<file path="config.mk">
export PLATFORM = sky130hd
export DESIGN_NAME = rf_wr_arbiter
export DESIGN_NICKNAME = d
export VERILOG_FILES = /design/src/rtl/rf_arb_pkg.sv /design/src/rtl/rf_wr_arbiter_rr_pick.sv /design/src/rtl/rf_wr_arbiter.sv
export SDC_FILE = /design/constraint.sdc
export NUM_CORES = 1
export LEC_CHECK = 0
export ABC_AREA = 1
export BUFFER_PORTS_ARGS = -buffer_cell sky130_fd_sc_hd__buf_2
export CAP_MARGIN = 40
export CORE_MARGIN = 5
export CORE_UTILIZATION = 42
export DETAILED_ROUTE_END_ITERATION = 6
export HOLD_SLACK_MARGIN = 0.02
export PLACE_DENSITY = 0.78
export SLEW_MARGIN = 30
export SYNTH_ARGS = -nofsm -noshare
export SYNTH_HDL_FRONTEND = slang
export SYNTH_SLANG_ARGS = --single-unit
</file>
<file path="constraint.sdc">
create_clock -name clk -period 3.3 [get_ports clk]
set_input_delay 0.99 -clock clk [delete_from_list [all_inputs] [get_ports clk]]
set_output_delay 0.99 -clock clk [all_outputs]
set_load 0.01 [all_outputs]
</file>
<file path="src/rtl/rf_arb_pkg.sv">
// Shared constants for the register-file write-port arbiter.
package rf_arb_pkg;
    localparam int NREGS = 16;
    localparam int REG_IDW = 4;
    localparam logic [REG_IDW-1:0] ZERO_REG = 4'd0;
    localparam int DEFAULT_DW = 16;
    localparam int GIDX_W = 3;
endpackage

</file>
<file path="src/rtl/rf_wr_arbiter_rr_pick.sv">
// Combinational round-robin picker: first valid requester at or after ptr, wrapping.
module rr_pick #(
    parameter int NREQ = 4,
    parameter int PW = (NREQ > 1) ? $clog2(NREQ) : 1
) (
    input  logic [NREQ-1:0] valid,
    input  logic [PW-1:0]   ptr,
    output logic [NREQ-1:0] grant,
    output logic [PW-1:0]   idx,
    output logic            any_grant
);

    logic [PW-1:0] cand;

    // Walk the search order backwards so the candidate closest to ptr overrides the rest.
    always_comb begin
        grant = '0;
        idx = '0;
        any_grant = 1'b0;
        cand = '0;
        for (int k = NREQ - 1; k >= 0; k--) begin
            cand = PW'((int'(ptr) + k) % NREQ);
            if (valid[cand]) begin
                grant = '0;
                grant[cand] = 1'b1;
                idx = cand;
                any_grant = 1'b1;
            end
        end
    end

endmodule

</file>
<file path="src/rtl/rf_wr_arbiter.sv">
// Round-robin arbiter sharing the register-file write port; registers the winning
// write for the decoder and drops writes to R0.
module rf_wr_arbiter
    import rf_arb_pkg::*;
#(
    parameter int NREQ = 4,
    parameter int DW = DEFAULT_DW
) (
    input  logic                    clk,
    input  logic                    rst,
    input  logic                    stall,
    input  logic [NREQ-1:0]         req_valid,
    input  logic [REG_IDW*NREQ-1:0] req_id,
    input  logic [DW*NREQ-1:0]      req_data,
    output logic [NREQ-1:0]         req_ready,
    output logic                    wr_en,
    output logic [REG_IDW-1:0]      wr_id,
    output logic [DW-1:0]           wr_data,
    output logic [GIDX_W-1:0]       grant_idx,
    output logic                    dropped_r0
);

    localparam int PW = (NREQ > 1) ? $clog2(NREQ) : 1;

    logic [PW-1:0]      ptr;
    logic [PW-1:0]      pick_idx;
    logic [NREQ-1:0]    pick_valid;
    logic [NREQ-1:0]    pick_grant;
    logic               pick_any;
    logic [REG_IDW-1:0] sel_id;
    logic [DW-1:0]      sel_data;

    assign pick_valid = (stall || rst) ? '0 : req_valid;
    assign req_ready  = pick_grant;

    rr_pick #(.NREQ(NREQ), .PW(PW)) u_pick (
        .valid     (pick_valid),
        .ptr       (ptr),
        .grant     (pick_grant),
        .idx       (pick_idx),
        .any_grant (pick_any)
    );

    always_comb begin
        sel_id = '0;
        sel_data = '0;
        for (int i = 0; i < NREQ; i++) begin
            if (pick_grant[i]) begin
                sel_id = req_id[i*REG_IDW +: REG_IDW];
                sel_data = req_data[i*DW +: DW];
            end
        end
    end

    // An R0 write is still consumed and advances the pointer, it just never reaches the decoder.
    always_ff @(posedge clk or posedge rst) begin
        if (rst) begin
            ptr <= '0;
            wr_en <= 1'b0;
            wr_id <= '0;
            wr_data <= '0;
            grant_idx <= '0;
            dropped_r0 <= 1'b0;
        end else begin
            wr_en <= 1'b0;
            dropped_r0 <= 1'b0;
            if (pick_any) begin
                grant_idx <= GIDX_W'(pick_idx);
                if (pick_idx == PW'(NREQ - 1))
                    ptr <= '0;
                else
                    ptr <= pick_idx + 1'b1;
                if (sel_id == ZERO_REG) begin
                    dropped_r0 <= 1'b1;
                end else begin
                    wr_en <= 1'b1;
                    wr_id <= sel_id;
                    wr_data <= sel_data;
                end
            end
        end
    end

endmodule
</file>
==> results of run 1 <==
[cells in the mapped netlist, drive strengths merged]
library cell and count:
a21oi 2, clkinv 1, ha 8, o21ai 37, or2 1, dfrtp 26
nand4 2, conb 1, nand2 141, a22oi 1, nor2 24, clkbuf 3
a31oi 1, nand3b 5, nand3 62, buf 15, o211ai 1, inv 27
[what timing repair did]
| action | CTS | global route |
|---|---|---|
| endpoints found under the setup margin | 2 | 7 |
| setup buffers | 0 | 10 |
| hold endpoints to repair | 0 | 0 |
| pin swaps | 0 | 13 |
| gates resized for setup | 2 | 34 |
[area by class of cell]
cell class | instances | area, sq um | share of cell area, %
clock buffers | 3 | 41.3 | 1.27
clock inverters | 1 | 30.0 | 0.924
inverters | 28 | 120 | 3.70
multi-input cells | 286 | 1510 | 46.4
flip-flops and latches | 26 | 653 | 20.1
well taps | 70 | 87.6 | 2.70
repair buffers | 140 | 811 | 25.0
[critical path: stages]
cell and delay (ns):
buf_6 0.10, nor2_4 0.11, buf_12 0.14, nand3_2 0.06, nand2_2 0.09, nand2_1 0.08, nand2_2 0.12, inv_4 0.06
or2_2 0.28, nand2_2 0.07, inv_2 0.04, buf_6 0.11
[sequential cells by signal, summed over array words and instances, names as in the netlist]
signal	cells
dropped_r0	1
grant_idx	2
ptr	2
wr_data	16
wr_en	1
wr_id	4
[cell families after synthesis]
family                     count (synthesis)  synth area share, %
AOI/OAI and AO/OA                         42                 9.47
adders and majority gates                  8                 4.38
buffers and inverters                     46                 10.3
DFF                                       26                 28.5
other                                      1                0.164
and+or+nand+nor                          235                 47.2
[stage by stage]
stage / setup WS, ns / instances / hold slack [ns]
CTS: -0.00678 / 544 / 0.504
global route: -0.0379 / 554 / 0.501
floorplan: 0.0368 / 358 / 0.516
global placement: 0.0359 / 539 / 0.463
detailed placement: -0.0259 / 540 / 0.484
finish: 0.0418 / 554 / 0.489
[layer usage]
metal	vias to the layer above	GRT usage, %	wire, um	share of wire, %
met4	0	6.29	141	1.9
li1	1400	-	-	-
met5	-	0	0	0
met1	1215	27.0	3240	44
met2	98	33.8	3650	49
met3	13	2.17	379	5.1
[worst min-delay path by stage]
stage	from	endpoint	slack (ns)
floorplan	grant_idx[0]	grant_idx[0]	0.52
global placement	grant_idx[0]	grant_idx[0]	0.46
detailed placement	grant_idx[1]	grant_idx[1]	0.48
CTS	grant_idx[1]	grant_idx[1]	0.50
global route	grant_idx[1]	grant_idx[1]	0.50
finish	grant_idx[1]	grant_idx[1]	0.49
[layout by cell type (no fill, tap or decap), types with 2 or more instances in the layout]
cell type and count:
nor2_1 18, inv_1 20, nor2_4 5, nand2_2 11, o21ai_0 36, buf_2 110
inv_4 4, a21oi_1 2, buf_6 4, nand3b_1 4, dfrtp_1 24, dfrtp_2 2
nand3_1 50, buf_4 24, nand4_1 2, nand2_4 5, nand3_4 3, nand3_2 9
clkbuf_8 3, nand2_1 125, ha_1 8, inv_2 2
==> run_summary.xml, run 1 <==
<?xml version="1.0" encoding="UTF-8"?>
<metrics>
  <group name="status">
    <metric name="run_status" unit="">finished clean</metric>
  </group>
  <group name="worst_setup_path">
    <metric name="cp_max_fo" unit="">8</metric>
    <metric name="startpoint_type" unit="">input pin</metric>
    <metric name="timing.critical_path.from" unit="">stall</metric>
    <metric name="reg2reg_depth" unit="">17</metric>
    <metric name="setup.worst_path.end_class" unit="">primary output</metric>
    <metric name="timing.setup.critical_path_class" unit="">in -&gt; out</metric>
    <metric name="worst-r2r-setup-slack" unit="ns">0.37</metric>
    <metric name="worst-endpoint-arrival" unit="ns">2.27</metric>
    <metric name="crit-reg2reg-launch" unit="">ptr[0]</metric>
    <metric name="critical_path_required_time" unit="ns">2.31</metric>
    <metric name="timing.rr.end" unit="">wr_data[6]</metric>
    <metric name="critPathCapture" unit="">req_ready[3]</metric>
  </group>
  <group name="place">
    <metric name="dpl_cell_area" unit="sq mm">0.00294</metric>
    <metric name="numPortBuffers" unit="">114</metric>
    <metric name="globalplace.congestion" unit="">0.905</metric>
    <metric name="place.detailed.hpwl" unit="mm">5.92</metric>
  </group>
  <group name="route">
    <metric name="post_drt_wl_per_cell" unit="um">13.4</metric>
    <metric name="routed-via-count" unit="">2726</metric>
    <metric name="drt_wl_total" unit="mm">7.42</metric>
    <metric name="detail_route.first_pass.iterations" unit="">4</metric>
    <metric name="dr.first_iter.drc_count" unit="">135</metric>
    <metric name="via_per_inst" unit="">4.92</metric>
    <metric name="drt_drc_violations_left" unit="">0</metric>
    <metric name="count_of_antenna_violating_nets_left_after_detailed_routing" unit="">0</metric>
  </group>
  <group name="clocking">
    <metric name="cts_hold_repair.buffers" unit="">0</metric>
    <metric name="tritoncts_clock_tree" unit="">yes</metric>
    <metric name="worst_setup_hold_path_clk_slew" unit="ns">0.08</metric>
    <metric name="ctsLongestPathBuffers" unit="">2</metric>
    <metric name="worst_skew_pair.late_latency" unit="ns">0.27</metric>
    <metric name="numClockSinks" unit="">26</metric>
    <metric name="numCtsBuffers" unit="">3</metric>
    <metric name="cts_htree_levels" unit="">1</metric>
    <metric name="root_buffer" unit="">clkbuf_8</metric>
  </group>
  <group name="sta">
    <metric name="finalCriticalPeriod" unit="ns">3.26</metric>
    <metric name="number_of_failing_hold_endpoints_at_the_final_stage" unit="">0</metric>
    <metric name="slew_headroom" unit="%">67.0</metric>
    <metric name="max_freq" unit="GHz">0.307</metric>
    <metric name="final_max_tran_viols" unit="">0</metric>
    <metric name="rsz0062_at_grt" unit="">true</metric>
    <metric name="finalSetupTns" unit="ns">0</metric>
    <metric name="finalSetupViolCount" unit="">0</metric>
    <metric name="min_period_over_period" unit="%">98.7</metric>
    <metric name="clock-skew-final" unit="ns">0.00727</metric>
    <metric name="least_margin_pin_slew" unit="ns">0.490</metric>
  </group>
  <group name="die">
    <metric name="placementRows" unit="">26</metric>
    <metric name="die_width" unit="um">83.8</metric>
    <metric name="pin_count" unit="">116</metric>
    <metric name="initial_core_util" unit="%">43.9</metric>
    <metric name="core_area" unit="sq mm">0.00520</metric>
    <metric name="die_height" unit="um">83.8</metric>
    <metric name="design.die.area" unit="sq mm">0.00701</metric>
  </group>
  <group name="global_routing">
    <metric name="maximum_number_of_pins_on_one_net_before_global_route_repair" unit="">21</metric>
    <metric name="grt_util_all_layers" unit="%">20.1</metric>
    <metric name="grt.overflow.total" unit="">0</metric>
    <metric name="grt_antenna_before_repair" unit="">0</metric>
    <metric name="first_pass_grt_wire_length" unit="mm">11.8</metric>
    <metric name="vias_in_the_first_global_route" unit="">2533</metric>
  </group>
  <group name="finish">
    <metric name="syn_to_final_growth" unit="%">42.2</metric>
    <metric name="layout.filler_cells" unit="">492</metric>
    <metric name="insertedDiodeCount" unit="">0</metric>
    <metric name="nets" unit="">580</metric>
    <metric name="final_cell_area" unit="sq mm">0.00325</metric>
    <metric name="finalCoreUtilization" unit="%">62.4</metric>
    <metric name="final_layout_size_suffix_gt1_share" unit="%">39.3</metric>
  </group>
  <group name="synth">
    <metric name="warning_count_from_the_yosys_run" unit="">0</metric>
    <metric name="yosys-top-cells-area" unit="">dfrtp_1 (28%), nand2_1 (22%), nand3_1 (13%)</metric>
    <metric name="synth.net_count" unit="">453</metric>
    <metric name="postSynthCellCount" unit="">358</metric>
    <metric name="synth-seq-cells" unit="">26</metric>
    <metric name="yosysTopAreaCellShare" unit="%">28.5</metric>
    <metric name="synth_top_cell_by_area" unit="">dfrtp_1</metric>
    <metric name="synthDistinctLibCells" unit="">29</metric>
    <metric name="syn_area" unit="sq mm">0.00228</metric>
    <metric name="avgSynthCellArea" unit="sq um">6.38</metric>
    <metric name="ys_seq_area_share" unit="%">28.5</metric>
  </group>
  <group name="flow_run">
    <metric name="max-cap-violations" unit="">0</metric>
  </group>
  <group name="hold_path">
    <metric name="hold_path_class" unit="">reg -&gt; reg</metric>
    <metric name="min_path_cells" unit="">2</metric>
  </group>
</metrics>
Power of run 1 is left out: the tool's default activity adds up to more than one toggle a clock period on the data nets, which glitch-free logic cannot reach.
==> run 2, diff against run 1 <==
--- a/config.mk
+++ b/config.mk
@@ -5,14 +5,13 @@
 export SDC_FILE = /design/constraint.sdc
 export NUM_CORES = 1
 export LEC_CHECK = 0
-export ABC_AREA = 1
 export BUFFER_PORTS_ARGS = -buffer_cell sky130_fd_sc_hd__buf_2
 export CAP_MARGIN = 40
 export CORE_MARGIN = 5
 export CORE_UTILIZATION = 42
 export DETAILED_ROUTE_END_ITERATION = 6
 export HOLD_SLACK_MARGIN = 0.02
-export PLACE_DENSITY = 0.78
+export PLACE_DENSITY = 0.77
 export SLEW_MARGIN = 30
 export SYNTH_ARGS = -nofsm -noshare
 export SYNTH_HDL_FRONTEND = slang
==> run_summary.xml, run 2 <==
<?xml version="1.0" encoding="UTF-8"?>
<metrics>
  <group name="route">
    <metric name="routed-via-count" unit="">2808</metric>
    <metric name="post_drt_wl_per_cell" unit="um">16.8</metric>
    <metric name="via_per_inst" unit="">5.38</metric>
    <metric name="drt_wl_total" unit="mm">8.77</metric>
    <metric name="dr.first_iter.drc_count" unit="">75</metric>
    <metric name="detail_route.first_pass.iterations" unit="">4</metric>
    <metric name="count_of_antenna_violating_nets_left_after_detailed_routing" unit="">0</metric>
    <metric name="drt_drc_violations_left" unit="">0</metric>
  </group>
  <group name="sta">
    <metric name="finalSetupViolCount" unit="">26</metric>
    <metric name="rsz0062_at_grt" unit="">true</metric>
    <metric name="min_period_over_period" unit="%">107</metric>
    <metric name="max_freq" unit="GHz">0.282</metric>
    <metric name="worst_slack" unit="ns">-0.243</metric>
    <metric name="number_of_failing_hold_endpoints_at_the_final_stage" unit="">0</metric>
    <metric name="final_max_tran_viols" unit="">0</metric>
    <metric name="final.hold.worst_slack" unit="ns">0.484</metric>
    <metric name="clock-skew-final" unit="ns">0.00500</metric>
    <metric name="finalCriticalPeriod" unit="ns">3.54</metric>
  </group>
  <group name="finish">
    <metric name="final_layout_size_suffix_gt1_share" unit="%">53.3</metric>
    <metric name="instances_no_fill" unit="">522</metric>
    <metric name="layout_common_cells" unit="">buf_2 (104), buf_4 (55), inv_1 (27)</metric>
    <metric name="mostFrequentLayoutCell" unit="">buf_2</metric>
    <metric name="finalCoreUtilization" unit="%">71.8</metric>
    <metric name="largest_register_ff_count" unit="">16</metric>
    <metric name="final_cell_area" unit="sq mm">0.00393</metric>
    <metric name="syn_to_final_growth" unit="%">67.3</metric>
    <metric name="insertedDiodeCount" unit="">0</metric>
    <metric name="top_register" unit="">wr_data</metric>
    <metric name="nets" unit="">546</metric>
    <metric name="layout_top_registers" unit="">wr_data: 16 flops, wr_id: 4 flops</metric>
  </group>
  <group name="worst_setup_path">
    <metric name="critical_path_required_time" unit="ns">2.31</metric>
    <metric name="timing.setup.critical_path_class" unit="">in -&gt; out</metric>
    <metric name="worst-endpoint-arrival" unit="ns">2.55</metric>
    <metric name="setup.worst_path.end_class" unit="">primary output</metric>
    <metric name="timing.critical_path.from" unit="">stall</metric>
    <metric name="cpPeakStageDelay" unit="ns">0.38</metric>
    <metric name="cell_chain_critical_path" unit="">buf_12 &gt; or3_4 &gt; o22ai_4 &gt; mux2_4 &gt; a31o_4 &gt; buf_6 &gt; buf_6</metric>
    <metric name="reg2reg_depth" unit="">14</metric>
    <metric name="crit-reg2reg-launch" unit="">ptr[1]</metric>
    <metric name="cp_slowest_cell" unit="">or3_4</metric>
    <metric name="startpoint_type" unit="">input pin</metric>
    <metric name="worst_path_most_repeated_cell" unit="">buf_6</metric>
    <metric name="cp_max_fo" unit="">6</metric>
  </group>
  <group name="die">
    <metric name="initial_core_util" unit="%">42.9</metric>
    <metric name="die_width" unit="um">84.8</metric>
    <metric name="placementRows" unit="">27</metric>
    <metric name="pin_count" unit="">116</metric>
    <metric name="die_height" unit="um">84.8</metric>
    <metric name="core_area" unit="sq mm">0.00547</metric>
    <metric name="design.die.area" unit="sq mm">0.00719</metric>
  </group>
  <group name="clocking">
    <metric name="tritoncts_clock_tree" unit="">yes</metric>
    <metric name="numClockSinks" unit="">26</metric>
    <metric name="cts_hold_repair.buffers" unit="">0</metric>
    <metric name="worst_skew_pair.late_latency" unit="ns">0.27</metric>
    <metric name="root_buffer" unit="">clkbuf_8</metric>
    <metric name="ctsLongestPathBuffers" unit="">2</metric>
    <metric name="cts_htree_levels" unit="">1</metric>
    <metric name="worst_setup_hold_path_clk_slew" unit="ns">0.09</metric>
    <metric name="numCtsBuffers" unit="">3</metric>
  </group>
  <group name="synth">
    <metric name="avgSynthCellArea" unit="sq um">8.30</metric>
    <metric name="synth-seq-cells" unit="">26</metric>
    <metric name="yosys-top-cells-area" unit="">dfrtp_1 (28%), mux2i_1 (8.1%), a311oi_1 (6.7%)</metric>
    <metric name="synth_top_flop_cell" unit="">dfrtp_1</metric>
    <metric name="synthDistinctLibCells" unit="">55</metric>
    <metric name="synth_top_cell_by_area" unit="">dfrtp_1</metric>
    <metric name="warning_count_from_the_yosys_run" unit="">0</metric>
    <metric name="yosysTopAreaCellShare" unit="%">27.7</metric>
    <metric name="syn_area" unit="sq mm">0.00235</metric>
    <metric name="postSynthCellCount" unit="">283</metric>
    <metric name="post_synth_edffs" unit="">0</metric>
    <metric name="synth.net_count" unit="">378</metric>
    <metric name="synth_top_cells_by_count" unit="">inv_1 (28), dfrtp_1 (26), nand2_1 (24), nor2_1 (24), nand3_1 (22)</metric>
    <metric name="ys_async_sr_fraction" unit="%">100</metric>
    <metric name="synthMostInstantiatedCell" unit="">inv_1</metric>
    <metric name="ys_seq_area_share" unit="%">27.7</metric>
  </group>
  <group name="global_routing">
    <metric name="maximum_number_of_pins_on_one_net_before_global_route_repair" unit="">33</metric>
    <metric name="first_pass_grt_wire_length" unit="mm">13.0</metric>
    <metric name="grt_util_all_layers" unit="%">22.1</metric>
    <metric name="vias_in_the_first_global_route" unit="">2709</metric>
    <metric name="grt.overflow.total" unit="">0</metric>
    <metric name="grt_antenna_before_repair" unit="">0</metric>
  </group>
  <group name="place">
    <metric name="dpl_cell_area" unit="sq mm">0.00327</metric>
    <metric name="globalplace.congestion" unit="">0.826</metric>
    <metric name="placedCellCount" unit="">489</metric>
    <metric name="place.detailed.hpwl" unit="mm">5.86</metric>
    <metric name="placement.setup.worst_slack" unit="ns">-0.406</metric>
    <metric name="numPortBuffers" unit="">114</metric>
  </group>
  <group name="pwr">
    <metric name="power-per-cell-area" unit="mW/mm^2">965</metric>
    <metric name="ir_worst_vdd" unit="mV">0.528</metric>
    <metric name="cellLeakagePower" unit="nW">1.94</metric>
  </group>
  <group name="hold_path">
    <metric name="hold_path_class" unit="">reg -&gt; reg</metric>
    <metric name="hold_start" unit="">wr_id[2]</metric>
    <metric name="min_path_cells" unit="">1</metric>
  </group>
  <group name="status">
    <metric name="run_status" unit="">finished with violations</metric>
    <metric name="failed_checks" unit="">negative setup slack</metric>
  </group>
  <group name="flow_run">
    <metric name="max-cap-violations" unit="">0</metric>
  </group>
</metrics>
==> run 2: changes by cell type after synthesis, moves of 18 or more <==
cell	before	now
nand2_1	133	24
nand3_1	59	22
o21ai_0	36	5
mux2i_1	0	19
a21oi_1	2	20
a311oi_1	0	18
==> run 2: path summary, 6_finish.rpt <==
kind	to	slack, ns
max	req_ready[0]	-0.24
min	wr_id[2]	0.48
max reg2reg	wr_id[1]	-0.11
min reg2reg	wr_id[2]	0.48
max in group asynchronous	wr_data[8]	2.26
min in group asynchronous	wr_data[5]	0.79
==> run 2: report_power, final <==
part | total, mW | switching, mW | internal (mW)
Combinational | 2.99 | 1.42 | 1.57
Sequential | 0.543 | 0.0688 | 0.474
Clock | 0.261 | 0.0987 | 0.162
==> run 2: timing repair <==
item                                    CTS  global route
endpoints found under the setup margin   22            26
gates cloned                              3             0
resized for setup                        49            22
pin swaps                                14            10
setup buffers                            24             6
hold endpoints to repair                  0             0
==> run 2: final cells by class <==
type,instances,area [sq um]
inverter,32,120
multi-input combinational,201,1670
tap,72,90.1
clock inverter,1,30.0
sequential,26,651
fill,444,1540
timing repair buffer,187,1330
clock buffer,3,41.3
==> run 2: critical path: cells and delay by family <==
kind	cells	cell delay, ns
AOI/OAI and AO/OA	2	0.49
and+or+nand+nor	1	0.38
muxes	1	0.34
buffers and inverters	3	0.34
==> run 2: cell families after synthesis <==
family,share of synthesized area (%)
AO/OA/AOI/OAI,24.7
adder cells (fa/ha/maj),4.26
buffers and inverters,11.3
flip-flops,27.7
multiplexers,10.5
other,0.160
AND/OR/NAND/NOR,21.4
==> run 2: stage by stage <==
stage | power (mW) | setup TNS [ns]
6_report | 3.79 | -4.31
2_1_floorplan | 2.09 | -1.66
3_3_place_gp | 2.69 | -7.87
5_1_grt | 4.03 | -6.01
4_1_cts | 3.70 | -3.53
3_5_place_dp | 2.74 | -9.14
==> run 2: metal layers <==
layer  global-route usage, %  up-vias  share of wire, %
li1                        -     1349                 -
met1                    26.3     1345                38
met2                    40.6      101                54
met3                    3.83       13               6.4
met4                    5.47        0               1.9
met5                       0        -                 0
No activity file was read; power rests on OpenSTA's default activity.
==> run 3, diff against run 2 <==
==> constraint.sdc (replaced) <==
create_clock -name clk -period 3.3 [get_ports clk]
set_input_delay 0.66 -clock clk [delete_from_list [all_inputs] [get_ports clk]]
set_output_delay 0.66 -clock clk [all_outputs]
set_load 0.01 [all_outputs]
==> run_summary.xml, run 3 (same netlist as run 2, synthesis figures left out) <==
<?xml version="1.0" encoding="UTF-8"?>
<metrics>
  <group name="clocking">
    <metric name="worst_skew_pair.late_latency" unit="ns">0.27</metric>
    <metric name="ctsLongestPathBuffers" unit="">2</metric>
    <metric name="numCtsBuffers" unit="">3</metric>
    <metric name="tritoncts_clock_tree" unit="">yes</metric>
    <metric name="cts_hold_repair.buffers" unit="">0</metric>
    <metric name="root_buffer" unit="">clkbuf_8</metric>
    <metric name="worst_setup_hold_path_clk_slew" unit="ns">0.08</metric>
    <metric name="cts_htree_levels" unit="">1</metric>
    <metric name="numClockSinks" unit="">26</metric>
  </group>
  <group name="route">
    <metric name="routed_wire_length_on_met2" unit="mm">3.84</metric>
    <metric name="post_drt_wl_per_cell" unit="um">15.2</metric>
    <metric name="routed-via-count" unit="">2669</metric>
    <metric name="top_layer" unit="">met4</metric>
    <metric name="via_per_inst" unit="">5.48</metric>
    <metric name="count_of_antenna_violating_nets_left_after_detailed_routing" unit="">0</metric>
    <metric name="drt_wl_total" unit="mm">7.43</metric>
    <metric name="dr.first_iter.drc_count" unit="">93</metric>
    <metric name="detail_route.first_pass.iterations" unit="">4</metric>
    <metric name="m1WireLength" unit="mm">2.99</metric>
    <metric name="route.met3.wl" unit="um">466</metric>
    <metric name="drt_drc_violations_left" unit="">0</metric>
  </group>
  <group name="hold_path">
    <metric name="hold_path_class" unit="">reg -&gt; reg</metric>
  </group>
  <group name="sta">
    <metric name="min_period_over_period" unit="%">99.2</metric>
    <metric name="least_margin_pin_slew" unit="ns">0.552</metric>
    <metric name="rsz0062_at_grt" unit="">true</metric>
    <metric name="finalSetupViolCount" unit="">0</metric>
    <metric name="finalCriticalPeriod" unit="ns">3.27</metric>
    <metric name="number_of_failing_hold_endpoints_at_the_final_stage" unit="">0</metric>
    <metric name="final_max_tran_viols" unit="">0</metric>
    <metric name="max_freq" unit="GHz">0.305</metric>
    <metric name="slew_headroom" unit="%">63.1</metric>
    <metric name="clock-skew-final" unit="ns">0.00646</metric>
  </group>
  <group name="die">
    <metric name="placementRows" unit="">27</metric>
    <metric name="pin_count" unit="">116</metric>
    <metric name="design.die.area" unit="sq mm">0.00719</metric>
    <metric name="die_height" unit="um">84.8</metric>
    <metric name="core_area" unit="sq mm">0.00547</metric>
    <metric name="die_width" unit="um">84.8</metric>
    <metric name="initial_core_util" unit="%">42.9</metric>
  </group>
  <group name="worst_setup_path">
    <metric name="timing.setup.critical_path_class" unit="">reg -&gt; out</metric>
    <metric name="setup.worst_path.end_class" unit="">primary output</metric>
    <metric name="critical_path_required_time" unit="ns">2.64</metric>
    <metric name="cp_max_fo" unit="">6</metric>
    <metric name="startpoint_type" unit="">flop</metric>
    <metric name="worst-endpoint-arrival" unit="ns">2.61</metric>
  </group>
  <group name="global_routing">
    <metric name="grt_util_all_layers" unit="%">18.9</metric>
    <metric name="grt_antenna_before_repair" unit="">0</metric>
    <metric name="first_pass_grt_wire_length" unit="mm">11.4</metric>
    <metric name="maximum_number_of_pins_on_one_net_before_global_route_repair" unit="">35</metric>
    <metric name="vias_in_the_first_global_route" unit="">2447</metric>
    <metric name="grt.overflow.total" unit="">0</metric>
  </group>
  <group name="pwr">
    <metric name="intPower" unit="mW">1.70</metric>
    <metric name="power.share.sequential" unit="%">17.9</metric>
    <metric name="pwr-share-clk" unit="%">8.5</metric>
    <metric name="power-per-cell-area" unit="mW/mm^2">908</metric>
    <metric name="ir_worst_vdd" unit="mV">0.385</metric>
    <metric name="power_frac_comb" unit="%">73.6</metric>
    <metric name="swShare" unit="%">44.3</metric>
    <metric name="total_switching_power" unit="mW">1.35</metric>
    <metric name="total_power" unit="mW">3.05</metric>
    <metric name="cellLeakagePower" unit="nW">1.67</metric>
  </group>
  <group name="status">
    <metric name="run_status" unit="">finished clean</metric>
  </group>
  <group name="finish">
    <metric name="layout_common_cells" unit="">buf_2 (113), buf_4 (29), dfrtp_1 (26)</metric>
    <metric name="syn_to_final_growth" unit="%">43.1</metric>
    <metric name="largest_register_ff_count" unit="">16</metric>
    <metric name="top_register" unit="">wr_data</metric>
    <metric name="mostFrequentLayoutCell" unit="">buf_2</metric>
    <metric name="layout.filler_cells" unit="">496</metric>
    <metric name="instances_no_fill" unit="">487</metric>
    <metric name="nets" unit="">511</metric>
    <metric name="final_layout_size_suffix_gt1_share" unit="%">46.0</metric>
    <metric name="layout_top_registers" unit="">wr_data: 16 flops, wr_id: 4 flops</metric>
    <metric name="insertedDiodeCount" unit="">0</metric>
  </group>
  <group name="place">
    <metric name="placedCellCount" unit="">469</metric>
    <metric name="place.detailed.hpwl" unit="mm">5.77</metric>
    <metric name="numPortBuffers" unit="">114</metric>
    <metric name="globalplace.congestion" unit="">0.936</metric>
  </group>
  <group name="flow_run">
    <metric name="max-cap-violations" unit="">0</metric>
  </group>
</metrics>
==> run 3: changes by cell type in the layout (fill, tap and decap cells not counted), sizes merged <==
cell	delta
dlymetal6s2s	-1
inv	-1
buf	-36
clkinv	+1
clkbuf	+3
bufbuf	-1
==> run 3: area by class of cell <==
type,count,area [sq um],share of cell area [%]
repair buffers,152,915,27.2
well taps,72,90.1,2.68
clock inverters,1,30.0,0.893
clock buffers,3,41.3,1.23
multi-input cells,201,1510,44.9
flip-flops and latches,26,651,19.3
inverters,32,125,3.72
==> run 3: routing by layer <==
layer | vias to the layer above | global-route usage [%]
li1 | 1279 | -
met5 | - | 0
met4 | 0 | 4.89
met3 | 18 | 3.73
met1 | 1274 | 22.4
met2 | 98 | 34.7
==> run 3: through the flow <==
step	hold WS [ns]	setup TNS [ns]	worst slack, ns	utilization, %	instance area (sq um)
2_1_floorplan	0.513	-0.0867	-0.00662	-	2410
3_3_place_gp	0.467	-0.371	-0.0337	56.6	3100
3_5_place_dp	0.462	-1.95	-0.132	56.6	3100
4_1_cts	0.490	0	0.00713	58.0	3180
5_1_grt	0.508	-1.05	-0.0934	61.5	3360
6_report	0.480	0	0.0258	61.5	3360
==> run 3: path summary, 6_finish.rpt <==
kind | from | to | slack (ns) | depth (start not counted)
max in group asynchronous | rst | wr_data[5] | 2.44 | 2
min reg2reg | grant_idx[0] | grant_idx[0] | 0.48 | 2
max | ptr[0] | req_ready[1] | 0.03 | 9
min | grant_idx[0] | grant_idx[0] | 0.48 | 2
min in group asynchronous | rst | wr_en | 0.49 | 2
max reg2reg | ptr[0] | wr_data[9] | 0.07 | 11
==> run 3: what timing repair did <==
| item | in CTS | in global routing |
|---|---|---|
| buffers inserted | 0 | 12 |
| gates cloned | 0 | 1 |
| endpoints found under the hold margin | 0 | 0 |
| pin swaps | 0 | 4 |
| resized for setup | 2 | 17 |
| setup endpoints to repair | 1 | 24 |
==> run 3: worst max-delay path, cell delays in order (launching register included) <==
cell and delay [ns]:
dfrtp_1 0.40, clkinv_4 0.08, ha_4 0.31, mux2_4 0.32
a22oi_4 0.28, nor2b_4 0.08, o41ai_4 0.46, inv_2 0.14
buf_12 0.16, buf_6 0.11
==> run 3: power by group through the flow <==
stage | clock, mW | combinational (mW) | sequential, mW
2_1_floorplan | 0 | 1.43 | 0.622
3_3_place_gp | 0 | 2.00 | 0.549
3_5_place_dp | 0 | 2.05 | 0.550
4_1_cts | 0.266 | 2.06 | 0.545
5_1_grt | 0.283 | 2.44 | 0.564
6_report | 0.260 | 2.25 | 0.546
